### config.mk
export PLATFORM = sky130hd
export DESIGN_NAME = fifo_rd_ctrl
export DESIGN_NICKNAME = d
export VERILOG_FILES = /design/src/rtl/fifo_rd_ctrl.sv
export SDC_FILE = /design/constraint.sdc
export NUM_CORES = 1
export LEC_CHECK = 0
export BUFFER_PORTS_ARGS = -buffer_cell sky130_fd_sc_hd__clkbuf_2
export CELL_PAD_IN_SITES_DETAIL_PLACEMENT = 2
export CELL_PAD_IN_SITES_GLOBAL_PLACEMENT = 2
export CORE_ASPECT_RATIO = 1.4
export CORE_UTILIZATION = 30
export DETAILED_ROUTE_END_ITERATION = 6
export PLACE_DENSITY = 0.75
export SLEW_MARGIN = 20
export SYNTH_ARGS = -nofsm -noshare
export SYNTH_HDL_FRONTEND = slang
export SYNTH_SLANG_ARGS = --single-unit
### constraint.sdc
create_clock -name R_CLK -period 2.59 [get_ports R_CLK]
set_clock_uncertainty 0.2 [all_clocks]
set_input_delay 0 -clock R_CLK [delete_from_list [all_inputs] [get_ports R_CLK]]
set_output_delay 0 -clock R_CLK [all_outputs]
set_load 0.005 [all_outputs]
### src/rtl/fifo_rd_ctrl.sv
// Read-side controller of an async FIFO: Gray write-pointer sync, read pointer,
// registered empty / almost-empty / fill-level flags and a sticky underflow flag.
module fifo_rd_ctrl #(
    parameter int ADDR_W      = 3,
    parameter int SYNC_STAGES = 2,
    parameter int AEMPTY_TH   = 1
) (
    input  logic              R_CLK,
    input  logic              R_RST,
    input  logic              R_INC,
    input  logic [ADDR_W:0]   wptr_gray,
    input  logic              R_UF_CLR,
    output logic [ADDR_W-1:0] raddr,
    output logic [ADDR_W:0]   rptr,
    output logic              rempty,
    output logic              raempty,
    output logic [ADDR_W:0]   rcount,
    output logic              r_underflow
);
    localparam int              PW    = ADDR_W + 1;
    localparam logic [ADDR_W:0] AE_TH = PW'(AEMPTY_TH);

    logic [SYNC_STAGES-1:0][ADDR_W:0] sync_q;
    logic [ADDR_W:0] rq_wptr, wbin_s;
    logic [ADDR_W:0] rbin_q, rbin_d, rgray_d, cnt_d;
    logic [ADDR_W:0] rptr_q, rcount_q;
    logic            rempty_q, raempty_q, uf_q, uf_d;
    logic            rd_ok, uf_set;

    always_ff @(posedge R_CLK or negedge R_RST) begin
        if (!R_RST) sync_q <= '0;
        else        sync_q <= {sync_q[SYNC_STAGES-2:0], wptr_gray};
    end
    assign rq_wptr = sync_q[SYNC_STAGES-1];

    // Gray-to-binary: each binary bit is the XOR of all Gray bits at or above it
    always_comb begin
        wbin_s = '0;
        for (int i = 0; i <= ADDR_W; i++) wbin_s[i] = ^(rq_wptr >> i);
    end

    assign rd_ok   = R_INC & ~rempty_q;
    assign uf_set  = R_INC & rempty_q;
    assign rbin_d  = rbin_q + {{ADDR_W{1'b0}}, rd_ok};
    assign rgray_d = rbin_d ^ (rbin_d >> 1);
    assign cnt_d   = wbin_s - rbin_d;
    assign uf_d    = uf_set ? 1'b1 : (R_UF_CLR ? 1'b0 : uf_q);

    // Flags are computed from the post-pop pointer so empty lands on the popping edge
    always_ff @(posedge R_CLK or negedge R_RST) begin
        if (!R_RST) begin
            rbin_q    <= '0;
            rptr_q    <= '0;
            rempty_q  <= 1'b1;
            raempty_q <= 1'b1;
            rcount_q  <= '0;
            uf_q      <= 1'b0;
        end else begin
            rbin_q    <= rbin_d;
            rptr_q    <= rgray_d;
            rempty_q  <= (rgray_d == rq_wptr);
            raempty_q <= (cnt_d <= AE_TH);
            rcount_q  <= cnt_d;
            uf_q      <= uf_d;
        end
    end

    assign raddr       = rbin_q[ADDR_W-1:0];
    assign rptr        = rptr_q;
    assign rempty      = rempty_q;
    assign raempty     = raempty_q;
    assign rcount      = rcount_q;
    assign r_underflow = uf_q;
endmodule

==> qor.txt <==
================================================================================
Standard cell area after detailed placement .......................    1095 um^2
Portion of total power attributed to sequential cells .............        31.8%
Most used cells in the layout excluding fill and tap cells ........ clkbuf_2, dfrtp_1, xnor2_1, inv_1, dlygate4sd3_1
Syn_area_per_cell .................................................   13.58 um^2
Overall fraction of global-route tracks in use ....................       14.29%
Starting DRC count in detailed routing ............................            4
Largest voltage drop on the vdd net ...............................     516.4 uV
Cell count after placement ........................................          127
Power density over the cells ...................................... 1317 nW/um^2
Final core utilization ............................................       43.44%
Number of placement rows ..........................................           23
Combinational share of power ......................................        55.4%
Root buffer selected by CTS .......................................     clkbuf_8
Estimated wirelength of the detail-placed design ..................      1464 um
Area growth, synth to finish ......................................       36.72%
Timing startpoint of the critical path ............................       rempty
Wire length after detailed routing ................................      2087 um
Area of the die ...................................................    3307 um^2
Setup violation total in the final timing report ..................            0
Switching share of power ..........................................       38.21%
Number of input and output port buffers inserted ..................           21
Number of cells on the worst reg-to-reg path ......................            9
Pin count of the biggest net entering global routing ..............           23
Measured slew at the worst slew-check pin .........................    0.5547 ns
Share of the clock period used by the worst path ..................       96.98%
Fraction of final layout cells sized beyond drive strength 1 ......       36.63%
Synth warn ........................................................            0
TritonCTS clock tree ..............................................        built
Minimum setup slack among reg-to-reg paths ........................      0.08 ns
Combined flip-flop and latch cell area ............................   553.0 um^2
RePlAce Congestion ................................................       0.7537
Most common cell after layout, fill and taps aside ................     clkbuf_2
Worst reg2reg path startpoint .....................................       rempty
Destination of the critical timing path ...........................    rcount[3]
Worst max-slew margin expressed relative to the limit .............       63.02%
Via count of the first global-routing pass ........................          709
Non-filler instance count after layout ............................          138
Worst setup EP type ...............................................    flip-flop
Total standard cell area after synthesis ..........................   923.4 um^2
Clock power frac ..................................................        12.8%
Max Fanout on Critical Path .......................................            3
Via/cell ratio ....................................................        4.667
Number of CTS-inserted buffers ....................................            3
Series of cell instances along the critical path .................. nor2b_1, ha_2, ha_4, xnor2_2, ha_1, inv_1, a2111o_1, and4_4, or2_1
Die extent in y ...................................................     67.65 um
Highest achievable clock rate .....................................    398.1 MHz
Count of unresolved DRC violations after routing ..................            0
Worst min-delay path category .....................................     in2async
Register bit total from synthesis .................................           22
Insertion delay of the later-clocked pin in the worst-skew pair ...      0.26 ns
Number of nets with antenna violations after detailed routing .....            0
Critical Path AT ..................................................      2.46 ns
Critical path required time .......................................      2.54 ns
Clock period minus worst slack ....................................     2.512 ns
Max Buffers Root-to-Sink ..........................................            2
Sequential area share after synthesis .............................       59.89%
Average routed wire per standard cell .............................     15.12 um
Initial Utilization ...............................................       31.77%
Multi-input gate area in the final layout .........................   397.9 um^2
Count of maximum capacitance violations ...........................            0
Cell-internal power ...............................................     1.027 mW
CP startpoint kind ................................................    flip-flop
Number of distinct library cells after synthesis ..................           23
Number of pins exceeding their max-slew limit in the final report .            0
CTS sink count ....................................................           22
Pleak .............................................................    0.5807 nW
Remaining Overflow, GRT ...........................................            0
Terminus of the critical flop-to-flop path ........................    rcount[3]
Via Count .........................................................          644
CP Class ..........................................................      reg2reg
Top-level I/O count ...............................................           22
Total number of H-tree levels .....................................            1
Clock slew at reported path FFs ...................................      0.08 ns
Final-report hold violation count .................................            0
Count of fill cells added during filler insertion .................          299
Gate count after technology mapping ...............................           68
Pre-antenna DRT Iters .............................................            2
Total nets after synthesis ........................................           81
Wire length of the first global-routing pass ......................      3291 um
Final instance area ...............................................    1262 um^2
Largest stage delay on the critical path ..........................      0.55 ns
Initial antenna violation count ...................................            0
Core region area ..................................................    2907 um^2
Power spent charging and discharging nets .........................     635.1 uW
Chip Width ........................................................     48.89 um
Number of nets in the layout ......................................          116
Result of the run ................................................. finished, final reports clean
Master of the slowest instance on the critical path ...............      dfstp_2
Post-route total power ............................................     1.662 mW
ANT cells .........................................................            0
================================================================================
[final cells by class]
| type | count | area share (%) |
|---|---|---|
| inverters | 7 | 2.081 |
| clock buffers | 3 | 3.271 |
| repair buffers | 31 | 15.66 |
| multi-input cells | 38 | 31.52 |
| flip-flops and latches | 22 | 43.81 |
| well taps | 37 | 3.667 |
[Yosys cell counts (all sizes together)]
library cell	instances	area [um^2]
a2111o	1	11.26
a21boi	1	7.510
a21oi	1	5.000
a31oi	2	12.51
and3	1	6.260
and4	1	11.26
buf	1	5.000
dfrtp	20	500.5
dfstp	2	52.55
ha	5	62.56
inv	7	26.28
mux2i	1	10.01
nand2	2	7.510
nand2b	1	6.260
nand3	1	5.000
nor2b	1	6.260
nor4	1	12.51
o2111ai	1	8.760
o21ai	1	5.000
or2	1	6.260
xnor2	13	113.9
xor2	2	17.52
xor3	1	23.77
[registers in the layout (all words and copies together), names as in the netlist]
name and cells:
rq_wptr 4, rptr 3, sync_q 4, rbin_q 4, raempty 1, rcount 4, rempty 1, r_underflow 1
[per-stage QoR]
stage	worst slack (ns)	setup TNS [ns]	hold WS [ns]
floorplan	0.01907	0	-0.4956
finish	0.07833	0	0.04701
global placement	0.05585	0	-0.1892
global route	-0.004807	-0.004807	0.06537
CTS	0.02626	0	0.03927
detailed placement	-0.03134	-0.03654	-0.1811
[worst min-delay path by stage]
| stage | startpoint | endpoint | slack [ns] | cells after the start |
|---|---|---|---|---|
| detailed placement | R_RST | r_underflow | -0.18 | 1 |
| CTS | R_INC | rbin_q[0] | 0.04 | 3 |
| global placement | R_RST | r_underflow | -0.19 | 1 |
| finish | R_RST | rbin_q[3] | 0.05 | 2 |
| global route | R_INC | rbin_q[0] | 0.07 | 3 |
| floorplan | R_RST | r_underflow | -0.50 | 0 |
[power groups by stage]
stage	Clock [mW]	Combinational, mW	Sequential, mW
6_report	0.213	0.920	0.529
4_1_cts	0.218	0.830	0.531
3_5_place_dp	0	0.790	0.534
3_3_place_gp	0	0.751	0.529
2_1_floorplan	0	0.508	0.538
5_1_grt	0.234	1.01	0.545
[routing by layer]
layer,global-route usage [%],wire [um],vias up
li1,-,-,290
met1,13.76,768,329
met2,28.99,1227,20
met3,2.027,48,5
met4,7.721,42,0
met5,0,0,-
[repair_timing]
item | in CTS | in global routing
gates resized for setup | 2 | 5
hold endpoints to repair | 27 | 0
pin swaps | 0 | 3
hold buffers | 7 | 0
buffers inserted | 0 | 1
endpoints found under the setup margin | 2 | 2
[worst max-delay path: cells and delay by family (launching register included)]
kind,cells,cell delay (ns)
fa+ha+maj,3,0.69
xor+xnor,1,0.14
simple gates,3,0.46
compound gates,1,0.33
buf+inv,1,0.04
flops,1,0.55
[kinds of logic (layout without fill, tap and decap cells)]
| group | count (synthesis) | count (layout) | synth area share [%] |
|---|---|---|---|
| DFF | 22 | 22 | 59.89 |
| xor gates and xnor gates | 16 | 16 | 16.80 |
| and+or+nand+nor | 9 | 9 | 6.641 |
| buffers and inverters | 8 | 41 | 3.388 |
| AOI/OAI and AO/OA | 7 | 7 | 5.419 |
| adders and majority gates | 5 | 5 | 6.775 |
| muxes | 1 | 1 | 1.084 |
No activity file was read; power rests on OpenSTA's default activity.
